**config.mk**
```make
export PLATFORM = sky130hd
export DESIGN_NAME = exe_issue_ctrl
export DESIGN_NICKNAME = d
export VERILOG_FILES = /design/src/rtl/exe_issue_ctrl_pkg.sv /design/src/rtl/exe_issue_ctrl.sv
export SDC_FILE = /design/constraint.sdc
export NUM_CORES = 1
export LEC_CHECK = 0
export BUFFER_PORTS_ARGS = -buffer_cell sky130_fd_sc_hd__buf_2
export CAP_MARGIN = 30
export CORE_MARGIN = 2
export CORE_UTILIZATION = 47
export DETAILED_ROUTE_END_ITERATION = 16
export GPL_ROUTABILITY_DRIVEN = 1
export PLACE_DENSITY = 0.8
export SYNTH_ARGS = -nofsm -noshare
export SYNTH_HDL_FRONTEND = slang
export SYNTH_SLANG_ARGS = --single-unit
export TNS_END_PERCENT = 100
```
**constraint.sdc**
```tcl
create_clock -name clk -period 6.8 [get_ports clk]
set_input_delay 2.04 -clock clk [delete_from_list [all_inputs] [get_ports clk]]
set_output_delay 2.04 -clock clk [all_outputs]
set_load 0.05 [all_outputs]
```
**src/rtl/exe_issue_ctrl_pkg.sv**
```systemverilog
// Shared definitions for the execute-stage issue controller: ALU op bit
// positions, the mul/div op group and the controller state encoding.
package exe_issue_ctrl_pkg;

  localparam int OP_ADD  = 0;
  localparam int OP_SUB  = 1;
  localparam int OP_SLT  = 2;
  localparam int OP_SLTU = 3;
  localparam int OP_AND  = 4;
  localparam int OP_NOR  = 5;
  localparam int OP_OR   = 6;
  localparam int OP_XOR  = 7;
  localparam int OP_SLL  = 8;
  localparam int OP_SRL  = 9;
  localparam int OP_SRA  = 10;
  localparam int OP_LUI  = 11;
  localparam int OP_MUL  = 12;
  localparam int OP_MULH = 13;
  localparam int OP_MULHU = 14;
  localparam int OP_DIV  = 15;
  localparam int OP_DIVU = 16;
  localparam int OP_MOD  = 17;
  localparam int OP_MODU = 18;

  // Ops that take more than one cycle in the ALU (bits 12..18)
  localparam logic [18:0] MULDIV_MASK = 19'h7F000;

  typedef enum logic [1:0] {
    ST_EMPTY = 2'd0,
    ST_BUSY  = 2'd1,
    ST_DONE  = 2'd2,
    ST_DRAIN = 2'd3
  } es_state_e;

  function automatic logic is_muldiv(input logic [18:0] op);
    return |(op & MULDIV_MASK);
  endfunction

endpackage

```
**src/rtl/exe_issue_ctrl.sv**
```systemverilog
// Execute-stage issue/hold controller between the ID/EX boundary and the ALU.
// Holds the ALU inputs stable until complete, buffers the result under MEM
// backpressure, and drains an in-flight mul/div cleanly on flush.
//
//   state    | meaning
//   ---------+---------------------------------------------------------
//   EMPTY    | no live op, ready to accept from ID
//   BUSY     | op driven to ALU, waiting for alu_complete
//   DONE     | result captured in the buffer, waiting for MEM allowin
//   DRAIN    | flushed mul/div still running in the ALU, result discarded
module exe_issue_ctrl
  import exe_issue_ctrl_pkg::*;
#(
  parameter int OP_W   = 19,
  parameter int DATA_W = 32,
  parameter int REG_W  = 5
) (
  input  logic              clk,
  input  logic              reset,
  input  logic              ds_to_es_valid,
  output logic              es_allowin,
  input  logic [OP_W-1:0]   ds_op,
  input  logic [DATA_W-1:0] ds_src1,
  input  logic [DATA_W-1:0] ds_src2,
  input  logic [REG_W-1:0]  ds_dest,
  input  logic              ds_gr_we,
  input  logic [31:0]       ds_pc,
  output logic [OP_W-1:0]   alu_op,
  output logic [DATA_W-1:0] alu_src1,
  output logic [DATA_W-1:0] alu_src2,
  input  logic [DATA_W-1:0] alu_result,
  input  logic              alu_complete,
  input  logic              flush,
  output logic              es_to_ms_valid,
  input  logic              ms_allowin,
  output logic [DATA_W-1:0] es_result,
  output logic [REG_W-1:0]  es_dest,
  output logic              es_gr_we,
  output logic [31:0]       es_pc,
  output logic              es_busy,
  output logic [REG_W-1:0]  es_busy_dest
);

  es_state_e         state;
  logic [DATA_W-1:0] res_buf;
  logic              xfer_out;
  logic              accept;
  logic              st_empty, st_busy, st_done;

  assign st_empty = (state == ST_EMPTY);
  assign st_busy  = (state == ST_BUSY);
  assign st_done  = (state == ST_DONE);

  assign es_to_ms_valid = ~flush & ((st_busy & alu_complete) | st_done);
  assign xfer_out       = es_to_ms_valid & ms_allowin;
  assign es_allowin     = ~flush & (st_empty | xfer_out);
  assign accept         = ds_to_es_valid & es_allowin;

  assign es_result    = st_done ? res_buf : alu_result;
  assign es_busy      = st_busy & ~alu_complete & es_gr_we;
  assign es_busy_dest = es_dest;

  // Operands and sideband only change on accept, so a held op stays stable.
  always_ff @(posedge clk or posedge reset) begin
    if (reset) begin
      alu_src1 <= '0;
      alu_src2 <= '0;
      es_dest  <= '0;
      es_gr_we <= 1'b0;
      es_pc    <= '0;
    end else if (accept) begin
      alu_src1 <= ds_src1;
      alu_src2 <= ds_src2;
      es_dest  <= ds_dest;
      es_gr_we <= ds_gr_we;
      es_pc    <= ds_pc;
    end
  end

  always_ff @(posedge clk or posedge reset) begin
    if (reset) begin
      state   <= ST_EMPTY;
      alu_op  <= '0;
      res_buf <= '0;
    end else begin
      case (state)
        ST_EMPTY: begin
          if (accept) begin
            alu_op <= ds_op;
            state  <= ST_BUSY;
          end else begin
            alu_op <= '0;
          end
        end
        ST_BUSY: begin
          if (flush) begin
            // A running mul/div keeps its inputs so it can finish cleanly.
            if (is_muldiv(alu_op) && !alu_complete) begin
              state <= ST_DRAIN;
            end else begin
              state  <= ST_EMPTY;
              alu_op <= '0;
            end
          end else if (alu_complete) begin
            if (ms_allowin) begin
              if (accept) begin
                alu_op <= ds_op;
              end else begin
                state  <= ST_EMPTY;
                alu_op <= '0;
              end
            end else begin
              state   <= ST_DONE;
              res_buf <= alu_result;
              alu_op  <= '0;
            end
          end
        end
        ST_DONE: begin
          if (flush) begin
            state  <= ST_EMPTY;
            alu_op <= '0;
          end else if (ms_allowin) begin
            if (accept) begin
              alu_op <= ds_op;
              state  <= ST_BUSY;
            end else begin
              state <= ST_EMPTY;
            end
          end
        end
        ST_DRAIN: begin
          if (alu_complete) begin
            state  <= ST_EMPTY;
            alu_op <= '0;
          end
        end
        default: begin
          state  <= ST_EMPTY;
          alu_op <= '0;
        end
      endcase
    end
  end

endmodule

```
==> flow_summary.ini <==
[global_routing]
grt_pass1_vias = 5042
overflow = 0
grt_max_degree = 107
use_met2_pct = 36.48
antenna_found_initial = 2
met1_usage_pct = 23.86
grt.total_usage_pct = 20.78
grtUsageMet3_pct = 7.317
top_usage_layer = met2
grt_pass1_wl_um = 25810

[clocking]
cts_buffers = 17
clkSinkCount = 155
clkTransAtPathRegs_ps = 60
cts_tree = yes
cts.htree.levels = 4
cts.path.max_buffers = 2
root_buffer = clkbuf_16
ctsHoldBuffers = 0
cts_resized = 0
clk_latency_ps = 410
cts_setup_buffers = 0

[finish]
n_fill_cell = 1103
fin_area_sq_um = 9181
nets = 917
final_layout_size_suffix_gt1_share_pct = 64.59
area_delta_synth_final_pct = 33.25

[worst_hold_path]
hold_path_class = reg -> reg
hold_end = alu_src2[23]
worstHoldStart = alu_src2[23]
holdPathStages = 1

[synthesis]
synth_edf_count = 0
synth-simple-area-share_pct = 3.214
synth_ff_type = dfrtp_1
synthMuxAreaShare_pct = 34.25
postSynthRegisterBits = 155
synth_compound_area_share_pct = 1.489
yosys-top-cells-count = dfrtp_1, mux2_4, mux2_2
netlist_instances = 442
synth.top_cell.area_share_pct = 56.29
yosys.area_share.adder_pct = 0
synth_most_common_cell = dfrtp_1
synth_top_area_cell = dfrtp_1
synth_area_leaders = dfrtp_1, mux2_4, mux2_2, mux2_1, mux2i_1
syn_avg_cell_area_sq_um = 15.59
async_flop_share_pct = 100.0
synth_top_family_by_area = multiplexers
seq_area_frac_synth_pct = 56.29
synth_warnings = 0
synth_xor_area_share_pct = 0
synth_cell_types = 31
synth_fp_nets = 601
syn-cell-area_sq_um = 6890

[floorplanning]
fp.dieArea_sq_um = 15650
initial_core_util_pct = 47.77
rows = 44
die_h_um = 125.1
num_io_pins = 320
fp.coreArea_sq_um = 14420
fp.dieW_um = 125.1

[critical_path]
crit_type = in -> out
endpoint_kind = primary output
cpPeakStageDelay_ps = 290
worstPathArrival_ps = 2870
start_kind = input pin
reg2reg_depth = 5
cp_common_cell = buf_2
path_cells = buf_2, nand2b_2, nor3b_1, buf_2
reg2reg_slack_ps = 4300
rr_endpoint = alu_src2[28]
r2r-start = state[1]
critPathSlowestCell = buf_2
worstPathRequired_ps = 4760
path_max_fanout = 4

[timing]
setup_viol = 0
setup_tns_ps = 0
post-route-period-util_pct = 72.20
slew_violations = 0
rsz0062_at_grt = false
fin_crit_ps = 4910
skew_ps = 9.307
tightest_slew_ps = 995.9
hold_viol_final = 0
fmax_mhz = 203.7
relSlewSlack_pct = 33.45

[route]
drt-vias-per-instance = 4.899
drcViolationCount = 0
dr.pass1.iters = 4
ant_nets = 0
vias = 4683
avgRoutedWirePerCell_um = 17.10
first_iter_violations = 154
wl_um = 16350

[place]
place_congestion = 0.8956
port_buffers = 319
hpwl_um = 12010
placed_area_sq_um = 8533

[pwr]
p_per_area_nw_per_um2 = 580.5
leakagePower_nw = 4.882
ir_drop_uv = 464.0

[job]
max_cap_viol_count = 0

[outcome]
status = finished clean
state kept, by name, summed over array words and instances, names as in the netlist:
signal / count
alu_src1: 32
res_buf: 32
state: 2
es_pc: 32
alu_src2: 32
es_gr_we: 1
alu_op: 19
es_busy_dest: 5
worst max-delay path, delay by kind of cell:
family / cells / cell delay (ps)
buf+inv: 2 / 420
simple gates: 2 / 410
cell usage in the layout (no fill, tap or decap), types with 2 or more instances in the layout:
cell type   count
buf_2         319
dfrtp_1       155
mux2_4         80
mux2_2         51
mux2_1         35
nand2_1        23
inv_1          20
mux2i_1        19
clkbuf_16      17
a21oi_1         5
buf_4           5
nor2_1          4
bufinv_16       4
nor2b_1         3
clkbuf_1        3
clkinv_2        3
inv_6           2
clkinvlp_4      2
area by class of cell:
| class | count | area (sq um) | share of cell area, % |
|---|---|---|---|
| multi-input cells | 237 | 2703 | 29.44 |
| inverters | 22 | 87.58 | 0.9539 |
| flip-flops and latches | 155 | 3879 | 42.25 |
| clock buffers | 21 | 450.4 | 4.906 |
| clock inverters | 11 | 167.7 | 1.826 |
| diodes | 1 | 2.502 | 0.02726 |
| well taps | 184 | 230.2 | 2.507 |
| repair buffers | 325 | 1662 | 18.10 |
per-layer routing:
metal  vias up  part of all wire (%)
met2       183                    52
met4         2                   1.6
li1       2156                     -
met1      2320                    39
met5         -                 0.080
met3        22                   7.7
through the flow:
stage	util, %	hold slack, ps	std cells	power [mW]	setup slack [ps]
finish	63.65	489.2	956	5.329	1890
floorplan	-	458.5	442	3.776	581.8
global route	63.65	499.4	956	5.559	1775
global placement	59.16	467.4	922	4.290	1892
CTS	63.45	493.7	954	5.376	1888
detailed placement	59.16	479.3	922	4.359	1897
power breakdown:
group          leakage, nW  total (mW)  switching (mW)  internal [mW]
registers             1.87        1.61           0.260           1.35
logic                 2.72        2.73            1.89          0.848
clock network        0.297       0.987           0.362          0.624
logic make-up (layout without fill, tap and decap cells):
logic type / count (synthesis) / in the layout
AO/OA/AOI/OAI: 12 / 12
other: 0 / 1
buffers and inverters: 50 / 379
multiplexers: 185 / 185
flip-flops: 155 / 155
AND/OR/NAND/NOR: 40 / 40
worst max-delay path by stage:
stage            startpoint  slack [ps]         to  depth (start not counted)
6_report       alu_complete        1890    es_busy                          4
5_1_grt        alu_complete        1770    es_busy                          4
4_1_cts        alu_complete        1890    es_busy                          4
2_1_floorplan         reset         580  alu_op[0]                          1
3_5_place_dp   alu_complete        1900    es_busy                          4
3_3_place_gp   alu_complete        1890    es_busy                          4
No activity file was read; power rests on OpenSTA's default activity.
